### src/rtl/mem_port_arbiter_pkg.sv
// Shared constants for the data-memory port arbiter.
// Owner tags mark which requester a response belongs to.
package mem_port_arbiter_pkg;

  localparam int   XLEN   = 32;
  localparam logic OWN_IF = 1'b0;
  localparam logic OWN_D  = 1'b1;

endpackage

### src/rtl/mem_port_arbiter_owner_fifo.sv
// One-bit owner FIFO tracking in-flight memory requests.
// Pointers wrap modulo DEPTH; count doubles as outstanding count.
module owner_fifo #(
  parameter  int DEPTH = 2,
  localparam int PW    = (DEPTH > 1) ? $clog2(DEPTH) : 1,
  localparam int CW    = $clog2(DEPTH + 1)
) (
  input  logic          clk,
  input  logic          rst_n,
  input  logic          push,
  input  logic          din,
  input  logic          pop,
  output logic          dout,
  output logic          full,
  output logic          empty,
  output logic [CW-1:0] count
);

  logic          mem_q [DEPTH];
  logic [PW-1:0] rd_ptr;
  logic [PW-1:0] wr_ptr;
  logic          do_push;
  logic          do_pop;

  function automatic logic [PW-1:0] nxt(
    input logic [PW-1:0] p
  );
    return (p == PW'(DEPTH - 1)) ? '0 : p + 1'b1;
  endfunction

  assign full    = (count == CW'(DEPTH));
  assign empty   = (count == '0);
  assign do_push = push & ~full;
  assign do_pop  = pop & ~empty;
  assign dout    = mem_q[rd_ptr];

  // Storage write; contents are meaningless while empty.
  always_ff @(posedge clk) begin
    if (do_push) mem_q[wr_ptr] <= din;
  end

  // Pointer and occupancy bookkeeping.
  always_ff @(posedge clk) begin
    if (!rst_n) begin
      rd_ptr <= '0;
      wr_ptr <= '0;
      count  <= '0;
    end else begin
      if (do_push) wr_ptr <= nxt(wr_ptr);
      if (do_pop)  rd_ptr <= nxt(rd_ptr);
      count <= count + CW'(do_push) - CW'(do_pop);
    end
  end

endmodule

### src/rtl/mem_port_arbiter.sv
// Data-over-fetch memory port arbiter with starvation guard.
// Responses return in order and are steered by the owner FIFO.
module mem_port_arbiter
  import mem_port_arbiter_pkg::*;
#(
  parameter int MAX_OUTST  = 2,
  parameter int STARVE_LIM = 3
) (
  input  logic            clk,
  input  logic            rst_n,
  input  logic            if_req,
  input  logic [XLEN-1:0] if_addr,
  output logic            if_gnt,
  output logic            if_rvalid,
  output logic [XLEN-1:0] if_rdata,
  input  logic            d_req,
  input  logic            d_we,
  input  logic [3:0]      d_be,
  input  logic [XLEN-1:0] d_addr,
  input  logic [XLEN-1:0] d_wdata,
  output logic            d_gnt,
  output logic            d_rvalid,
  output logic [XLEN-1:0] d_rdata,
  output logic            mem_req,
  output logic            mem_we,
  output logic [3:0]      mem_be,
  output logic [XLEN-1:0] mem_addr,
  output logic [XLEN-1:0] mem_wdata,
  input  logic            mem_gnt,
  input  logic            mem_rvalid,
  input  logic [XLEN-1:0] mem_rdata
);

  localparam int CW = $clog2(MAX_OUTST + 1);
  localparam int SW =
    (STARVE_LIM < 1) ? 1 : $clog2(STARVE_LIM + 1);

  logic [CW-1:0] outst_cnt;
  logic [SW-1:0] starve_cnt;
  logic          starve_max;
  logic          fifo_full;
  logic          fifo_empty;
  logic          head_own;
  logic          has_room;
  logic          sel_if;
  logic          sel_d;
  logic          accept;
  logic          pop;

  assign starve_max = (starve_cnt == SW'(STARVE_LIM));
  assign sel_if     = if_req & (starve_max | ~d_req);
  assign sel_d      = d_req & ~sel_if;

  assign has_room =
    (outst_cnt < CW'(MAX_OUTST)) & ~fifo_full;
  assign mem_req  = (if_req | d_req) & has_room;
  assign accept   = mem_req & mem_gnt;
  assign if_gnt   = accept & sel_if;
  assign d_gnt    = accept & sel_d;

  assign mem_we    = sel_d & d_we;
  assign mem_addr  = sel_if ? if_addr : d_addr;
  assign mem_wdata = d_wdata;

  // Byte enables: full word for fetch, none when idle.
  always_comb begin
    mem_be = 4'h0;
    unique case (1'b1)
      sel_if:  mem_be = 4'hF;
      sel_d:   mem_be = d_be;
      default: mem_be = 4'h0;
    endcase
  end

  assign pop       = mem_rvalid & ~fifo_empty;
  assign if_rvalid = pop & (head_own == OWN_IF);
  assign d_rvalid  = pop & (head_own == OWN_D);
  assign if_rdata  = mem_rdata;
  assign d_rdata   = mem_rdata;

  owner_fifo #(
    .DEPTH (MAX_OUTST)
  ) u_owner_fifo (
    .clk   (clk),
    .rst_n (rst_n),
    .push  (accept),
    .din   (sel_d ? OWN_D : OWN_IF),
    .pop   (pop),
    .dout  (head_own),
    .full  (fifo_full),
    .empty (fifo_empty),
    .count (outst_cnt)
  );

  // Count lost fetch arbitrations until fetch is forced through.
  always_ff @(posedge clk) begin
    if (!rst_n) begin
      starve_cnt <= '0;
    end else if (!if_req || if_gnt) begin
      starve_cnt <= '0;
    end else if (d_gnt && !starve_max) begin
      starve_cnt <= starve_cnt + 1'b1;
    end
  end

endmodule

### config.mk
export PLATFORM = sky130hd
export DESIGN_NAME = mem_port_arbiter
export DESIGN_NICKNAME = d
export VERILOG_FILES = /design/src/rtl/mem_port_arbiter_pkg.sv /design/src/rtl/mem_port_arbiter_owner_fifo.sv /design/src/rtl/mem_port_arbiter.sv
export SDC_FILE = /design/constraint.sdc
export NUM_CORES = 1
export LEC_CHECK = 0
export CAP_MARGIN = 15
export CORE_AREA = 5 5 105 107
export DETAILED_ROUTE_END_ITERATION = 16
export DIE_AREA = 0 0 110 112
export GPL_ROUTABILITY_DRIVEN = 0
export HOLD_SLACK_MARGIN = 0.12
export PLACE_DENSITY = 0.74
export SYNTH_ARGS = -nofsm -noshare
export SYNTH_HDL_FRONTEND = slang
export SYNTH_SLANG_ARGS = --single-unit
### constraint.sdc
create_clock -name clk -period 2.4 [get_ports clk]
set_clock_uncertainty 0.2 [all_clocks]
set_input_delay 0.48 -clock clk [delete_from_list [all_inputs] [get_ports clk]]
set_output_delay 0.48 -clock clk [all_outputs]
set_load 0.05 [all_outputs]
Word-level counts from Yosys, hierarchy flattened
Memories as Yosys holds them, arrays and structs flattened. A register that Yosys moved wholly into a read port is not among the register bits.
Index checks and enable logic that the tools add are counted.

word-level totals
  output and inout port bits = 138
  register bits after elaboration = 6
  memory bits (writable) = 2
  memories = 1
  input bits = 139

cells by class
  bitwise gates (word level) = 21
  $lt $le $gt $ge = 1
  reductions and logical operators = 6
  $add $sub $neg = 5
  muxes and demuxes = 9
  eq/ne operators = 2

memory list
  memory              words  bits a word  read ports  clocked after Yosys merged registers in  write ports  RTL line                           RTL
  u_owner_fifo.mem_q  2      1            1           1                                        1            mem_port_arbiter_owner_fifo.sv:19  logic mem_q [DEPTH];

operators with widths
  cell                 count
  $mux 32              1
  $and 1x1->1          13
  $pmux 4 s2           1
  $mux 1               7
  $not 1->1            6
  $eq 2x2->1 const B   2
  $add 1x1->1 const B  2
  $add 2x1->2          1
  $add 2x1->2 const B  1
  $logic_not 1->1      2
  $logic_not 2->1      1
  $lt 2x2->1 const B   1
  $or 1x1->1           2
  $reduce_or 2->1      1
  $sub 2x1->2          1
  $logic_and 1x1->1    1
  $logic_or 1x1->1     1

Depth between registers and ports, before layout
Gate-level depths: netlist (run 1).

  word-level depth = 8
  mapped depth = 6
  depth with buffers taken out = 6

Modules after synthesis
A second synthesis (run 1) with hierarchy kept.

second synthesis, totals
  cells, all modules = 190
  area total of the unflattened synthesis = 1,826.8 sq um

modules (own cells, without submodules)
  module            instances  area each (sq um)  cells an instance  seq. area each (sq um)
  mem_port_arbiter  1          1,519.0            162                40.0
  owner_fifo        1          307.8              28                 160.2

Least setup slack after synthesis (run 1)
No wires, ideal clock.

  path kind = input-to-output
  start point = in d_req
  end point = out if_gnt
  arrival = 2,042 ps
  setup slack = -322 ps
  required time = 1,720 ps
  cell stages on the path = 5
  path through = buf_6 > nand2b_1 > nand2_1 > buf_2 > nor3_1

on the way
  cells in the longest elaborated chain, start to end = 4
  elaborated cells between the ends (all ways) = 7
  those cells by class = bitwise (7)

RTL lines
  element                                    RTL line                                        RTL
  start, declared                            mem_port_arbiter.sv:16                          input logic d_req,
  $or 1x1->1 or $not 1->1 (tied branches)    mem_port_arbiter.sv:56, mem_port_arbiter.sv:51
  $and 1x1->1 or $or 1x1->1 (tied branches)  mem_port_arbiter.sv:56, mem_port_arbiter.sv:51
  $and 1x1->1, on equally long branches      mem_port_arbiter.sv:57, mem_port_arbiter.sv:51
  $and 1x1->1 *                              mem_port_arbiter.sv:58                          assign if_gnt = accept & sel_if;
  end, declared                              mem_port_arbiter.sv:13                          output logic if_gnt,

Every way passes the cells marked *; elsewhere a longest branch is shown, timed or not.

Worst setup path in the final report (run 1)
  start point = reg starve_cnt[0]
  end point = out mem_addr[8]

on the way
  cells in the longest elaborated chain, start to end = 4

RTL lines
  element                 RTL line                 RTL
  start, declared         mem_port_arbiter.sv:39   logic [SW-1:0] starve_cnt;
  start signal, assigned  mem_port_arbiter.sv:102  starve_cnt <= starve_cnt + 1'b1;
  $eq 2x2->1              mem_port_arbiter.sv:50   assign starve_max = (starve_cnt == SW'(STARVE_LIM));
  $or 1x1->1              mem_port_arbiter.sv:51   assign sel_if = if_req & (starve_max | ~d_req);
  $and 1x1->1             mem_port_arbiter.sv:51
  $mux 32                 mem_port_arbiter.sv:62   assign mem_addr = sel_if ? if_addr : d_addr;
  end, declared           mem_port_arbiter.sv:27   output logic [XLEN-1:0] mem_addr,

No other way between the ends.

==> flow_metrics.env, run 1 <==
export IMPL_final_hold_viol_count=0
export IMPL_syn_inst=192
export IMPL_maxCapViolations=0
export IMPL_tritoncts_num_buffers=3
export IMPL_wirelength_um=7320
export IMPL_num_vias=1262
export IMPL_slew_violations=0
export IMPL_start_util=0.159
export IMPL_place_ws_ns=-0.262
export IMPL_startpoint="starve_cnt[0]$_SDFFE_PP0P_"
export IMPL_dp_cells=351
export IMPL_coreArea_sq_um=10000
export IMPL_r2r_slack_ns=0.51
export IMPL_firstDrtPassIters=4
export IMPL_h_tree_depth=1
export IMPL_cp_start_kind="register"
export IMPL_syn_to_final_growth_pct=68.1
export IMPL_synth_seq_area_share=0.125
export IMPL_grt_pass1_vias=1415
export IMPL_yosysWarnings=0
export IMPL_slew_headroom=0.829
export IMPL_fp_dieH_um=112
export IMPL_max_freq_ghz=0.421
export IMPL_dp_hpwl_um=5960
export IMPL_cts_buffer_depth=2
export IMPL_nNetsFinal=367
export IMPL_crit_path_end_kind="primary output"
export IMPL_drc_errors=0
export IMPL_rsz0062_at_grt="yes"
export IMPL_worstMarginPinSlew_ns=0.254
export IMPL_min_path_type="register to register"
export IMPL_syn_area_per_cell_sq_um=8.34
export IMPL_cp_arrival_ns=1.70
export IMPL_portBuffers=116
export IMPL_cts_tree="yes"
export IMPL_crit_buf_inv=2
export IMPL_grt_pass1_wl_um=9320
export IMPL_grt_use_total=0.104
export IMPL_outcome="finished, final reports clean"
export IMPL_clock_sinks=9
export IMPL_postCtsHoldBufs=0
export IMPL_path_cells="ha_2, nand2b_4, nand2_8, clkbuf_16, mux2_2, buf_6"
export IMPL_synth_cell_type_count=24
export IMPL_worst_ir_drop_vdd_v=0.000203
export IMPL_grt_overflow=0
export IMPL_crit_slowest_cell="mux2_2"
export IMPL_setup_viol=0
export IMPL_wire_per_inst_um=20.3
export IMPL_chipWidth_um=110
export IMPL_rows=37
export IMPL_hold_start="starve_cnt[1]$_SDFFE_PP0P_"
export IMPL_power_leakage_nw=1.14
export IMPL_insertion_delay_ns=0.23
export IMPL_crit_type="register to primary output"
export IMPL_drt_iter0_markers=14
export IMPL_slowest_delay_ns=0.34
export IMPL_post_route_period_util=0.990
export IMPL_cts_reportedPaths_clkPinSlew_ns=0.05
export IMPL_via_per_inst=3.50
export IMPL_die_area_sq_um=12300
export IMPL_r2r_start="u_owner_fifo.count[1]$_SDFF_PN0_"
export IMPL_synth_seq_cells=9
export IMPL_grt_start_max_net_pins=14
export IMPL_cts_root_buf="clkbuf_8"
export IMPL_syn_cell_area_sq_um=1600
export IMPL_synth_nets=333
export IMPL_period_needed_ns=2.38
export IMPL_ant_nets=0
export IMPL_path_delay_family="multiplexers"
export IMPL_crit_fanout=7
export IMPL_drive_gt1_frac=0.440
export IMPL_cp_required_ns=1.72
export IMPL_finalNonFillerCells=361
export IMPL_place_area_sq_um=2280
export IMPL_antenna_found_initial=0
export IMPL_fin_ws_ns=0.0237
export IMPL_diodes=0
export IMPL_final_area_sq_um=2690
export IMPL_power_density_nw_per_um2=458
export IMPL_ios=277
## worst register-to-register path: cells and delay by family, from the launching register on
| kind | cells | cell delay [ns] |
|---|---|---|
| DFF | 1 | 0.33 |
| buffers and inverters | 1 | 0.07 |
| AOI/OAI and AO/OA | 2 | 0.38 |
| adders and majority gates | 1 | 0.32 |
| and+or+nand+nor | 1 | 0.52 |
## power by group
group	leakage (nW)	switching (mW)	internal, mW	total (mW)
Combinational	1.04	0.421	0.430	0.851
Clock	0.0228	0.0590	0.116	0.175
Sequential	0.0766	0.0175	0.189	0.207
## cells in the final DEF (no fill, tap or decap), drive strengths merged, types with 3 or more instances in the layout
master,synthesis,layout
clkdlybuf4s50,0,72
mux2,32,32
nand2,12,12
dfxtp,7,7
clkbuf,0,6
nor2,6,6
a21oi,3,3
inv,4,4
o21a,3,3
nor3,4,4
buf,102,55
## cells by family after synthesis
logic type                 after synthesis  synth area share
buffers and inverters                  106             0.487
muxes                                   33             0.231
and+or+nand+nor                         32            0.0992
DFF                                      9             0.125
AOI/OAI and AO/OA                        8            0.0312
xor gates and xnor gates                 2            0.0109
adders and majority gates                2            0.0156
## Yosys cell counts, drive strengths merged
master | count | area [sq um]
edfxtp | 2 | 60.1
nor2 | 6 | 30.0
and2 | 2 | 12.5
a21oi | 3 | 15.0
inv | 4 | 15.0
o21a | 3 | 22.5
and3 | 2 | 12.5
dfxtp | 7 | 140
o31ai | 1 | 7.51
nand2 | 12 | 45.0
or3 | 2 | 12.5
nor2b | 1 | 6.26
or4 | 1 | 7.51
xor2 | 2 | 17.5
mux2i | 1 | 10.0
mux2 | 32 | 360
buf | 102 | 764
nor3 | 4 | 20.0
o21ai | 1 | 5.00
nand2b | 2 | 12.5
ha | 2 | 25.0
## area by class of cell
| cell class | instances | area [sq um] |
|---|---|---|
| sequential | 9 | 201 |
| tap | 136 | 170 |
| timing repair buffer | 131 | 1560 |
| multi-input combinational | 77 | 701 |
| fill | 1073 | 7350 |
| inverter | 4 | 15.0 |
| clock buffer | 4 | 45.0 |
## worst paths after layout
kind | end | cells past startpoint
max | mem_addr[8] | 6
min | starve_cnt[1]$_SDFFE_PP0P_ | 2
max reg2reg | u_owner_fifo.count[1]$_SDFF_PN0_ | 5
min reg2reg | starve_cnt[1]$_SDFFE_PP0P_ | 2
## per-layer routing
layer	global-route usage	share of wire
met4	0.0141	0.0044
met1	0.0844	0.28
met5	0	0
met3	0.0557	0.12
met2	0.213	0.59
## per-stage QoR
stage          TNS, ns  hold WS [ns]   util  power, mW
2_1_floorplan        0         0.233      -       1.06
3_3_place_gp     -7.42         0.241  0.227      0.952
3_5_place_dp     -7.99         0.259  0.227      0.967
4_1_cts              0         0.266  0.253       1.20
5_1_grt        -0.0778         0.294  0.268       1.30
6_report             0         0.271  0.268       1.23
## timing repair
action                     in CTS  in global routing
resized for setup              43                 27
pin swaps                       1                  0
setup endpoints to repair      36                 33
cloned                          2                  2
buffers inserted                1                  1
Note: power is estimated with default switching activity, not from simulation.
==> inputs of run 2 (changes only) <==
--- a/config.mk
+++ b/config.mk
@@ -7,11 +7,13 @@
 export LEC_CHECK = 0
 export CAP_MARGIN = 15
 export CORE_AREA = 5 5 105 107
+export CTS_BUF_LIST = sky130_fd_sc_hd__clkbuf_2
 export DETAILED_ROUTE_END_ITERATION = 16
 export DIE_AREA = 0 0 110 112
 export GPL_ROUTABILITY_DRIVEN = 0
 export HOLD_SLACK_MARGIN = 0.12
 export PLACE_DENSITY = 0.74
+export REMOVE_ABC_BUFFERS = 1
 export SYNTH_ARGS = -nofsm -noshare
 export SYNTH_HDL_FRONTEND = slang
 export SYNTH_SLANG_ARGS = --single-unit
==> flow_metrics.env, run 2 (synthesis results as in run 1) <==
export IMPL_outcome="finished with violations"
export IMPL_violations="setup timing"
export IMPL_grt_overflow=0
export IMPL_cts_tree="yes"
export IMPL_crit_type="register to primary output"
export IMPL_intPower_mw=0.770
export IMPL_wire_per_inst_um=32.7
export IMPL_slew_violations=0
export IMPL_ant_nets=0
export IMPL_antenna_found_initial=0
export IMPL_cp_arrival_ns=1.74
export IMPL_ios=277
export IMPL_fp_dieH_um=112
export IMPL_worst_ir_drop_vdd_v=0.000270
export IMPL_grt_pass1_wl_um=15400
export IMPL_maxCapViolations=0
export IMPL_p_switching_mw=0.522
export IMPL_crit_path_frequent_cell="buf_12"
export IMPL_tns_ns=-0.123
export IMPL_cp_required_ns=1.72
export IMPL_rows=37
export IMPL_start_util=0.159
export IMPL_final_hold_viol_count=0
export IMPL_slew_headroom=0.794
export IMPL_min_path_type="register to register"
export IMPL_mostFrequentLayoutCell="clkdlybuf4s50_1"
export IMPL_diodes=0
export IMPL_clkPwrFrac=0.076
export IMPL_insertion_delay_ns=0.25
export IMPL_setup_viol=9
export IMPL_worstMarginPinSlew_ns=0.306
export IMPL_firstDrtPassIters=4
export IMPL_finalNonFillerCells=369
export IMPL_portBuffers=116
export IMPL_chipWidth_um=110
export IMPL_cp_start_kind="register"
export IMPL_crit_path_end_kind="primary output"
export IMPL_period_needed_ns=2.42
export IMPL_layout_common_cells="72 x clkdlybuf4s50_1, 40 x buf_12, 32 x mux2_4, 15 x buf_4, 11 x nand2_1"
export IMPL_coreArea_sq_um=10000
export IMPL_power_density_nw_per_um2=421
export IMPL_power_leakage_nw=1.37
export IMPL_path_cells="ha_4, nand2b_4, nand2_8, buf_12, clkbuf_16, mux2_4, buf_12"
export IMPL_drive_gt1_frac=0.472
export IMPL_p_seq_frac=0.160
export IMPL_grt_pass1_vias=1717
export IMPL_rsz0062_at_grt="yes"
export IMPL_wirelength_um=12100
export IMPL_max_freq_ghz=0.413
export IMPL_syn_to_final_growth_pct=91.5
export IMPL_drc_errors=0
export IMPL_cts_reportedPaths_clkPinSlew_ns=0.10
export IMPL_dp_hpwl_um=10400
export IMPL_cts_root_buf="clkbuf_2"
export IMPL_nNetsFinal=375
export IMPL_dp_cells=354
export IMPL_drt_iter0_markers=31
export IMPL_combPwrFrac=0.765
export IMPL_tritoncts_num_buffers=3
export IMPL_grt_start_max_net_pins=11
export IMPL_crit_fanout=4
export IMPL_num_vias=1537
export IMPL_h_tree_depth=1
export IMPL_post_route_period_util=1.01
export IMPL_slowest_delay_ns=0.35
export IMPL_fillCellCount=1039
export IMPL_crit_slowest_cell="dfxtp_2"
export IMPL_fin_ws_ns=-0.0232
export IMPL_clock_sinks=9
export IMPL_cts_buffer_depth=2
export IMPL_grt_use_total=0.184
export IMPL_swShare=0.404
export IMPL_die_area_sq_um=12300
export IMPL_via_per_inst=4.17
## run 2: layer usage
metal,up-vias,global-route usage,routed length [um]
met3,8,0.262,3800
met4,0,0.0183,83
met2,223,0.244,4630
met1,693,0.169,3560
li1,613,-,-
met5,-,0.0252,0
## run 2: area by class of cell
| class | instances | area, sq um | area share |
|---|---|---|---|
| clock buffers | 4 | 20.0 | 0.00653 |
| inverters | 4 | 15.0 | 0.00490 |
| multi-input cells | 77 | 795 | 0.259 |
| flip-flops and latches | 9 | 203 | 0.0661 |
| well taps | 136 | 170 | 0.0555 |
| repair buffers | 139 | 1860 | 0.608 |
## run 2: worst max-delay path, delay by kind of cell, from the launching register on
family	cells	cell delay, ns
muxes	1	0.31
adders and majority gates	1	0.16
buffers and inverters	3	0.43
DFF	1	0.35
and+or+nand+nor	2	0.24
## run 2: what timing repair did
action / 4_1_cts / 5_1_grt
setup buffers: 6 / 0
hold endpoints to repair: 0 / 0
setup endpoints to repair: 35 / 34
pin swaps: 1 / 0
hold buffers: 0 / 0
cloned: 5 / 1
resized for setup: 47 / 7
## run 2: power groups by stage
stage / clock network, mW / registers (mW) / logic (mW)
after global placement: 0 / 0.208 / 0.885
after global routing: 0.111 / 0.210 / 1.04
after CTS: 0.103 / 0.206 / 0.985
after floorplan: 0 / 0.206 / 0.411
after detailed placement: 0 / 0.210 / 0.898
final: 0.0979 / 0.206 / 0.988
## run 2: metrics by stage
stage / setup WS [ns] / util / power, mW / hold slack [ns] / area, sq um
after floorplan: -0.796 / - / 0.617 / 0.233 / 837
after global placement: -0.247 / 0.263 / 1.09 / 0.242 / 2640
after detailed placement: -0.275 / 0.263 / 1.11 / 0.265 / 2640
after CTS: -0.0488 / 0.302 / 1.29 / 0.283 / 3030
after global routing: -0.0846 / 0.305 / 1.36 / 0.317 / 3070
final: -0.0232 / 0.305 / 1.29 / 0.287 / 3070
## run 2: final timing paths
path / startpoint / end / slack (ns) / depth (start not counted)
worst max-delay path: starve_cnt[0]$_SDFFE_PP0P_ / mem_addr[29] / -0.02 / 7
worst min-delay path: starve_cnt[1]$_SDFFE_PP0P_ / starve_cnt[1]$_SDFFE_PP0P_ / 0.29 / 2
worst max register to register: u_owner_fifo.count[1]$_SDFF_PN0_ / u_owner_fifo.count[1]$_SDFF_PN0_ / 0.48 / 5
worst min register to register: starve_cnt[1]$_SDFFE_PP0P_ / starve_cnt[1]$_SDFFE_PP0P_ / 0.29 / 2
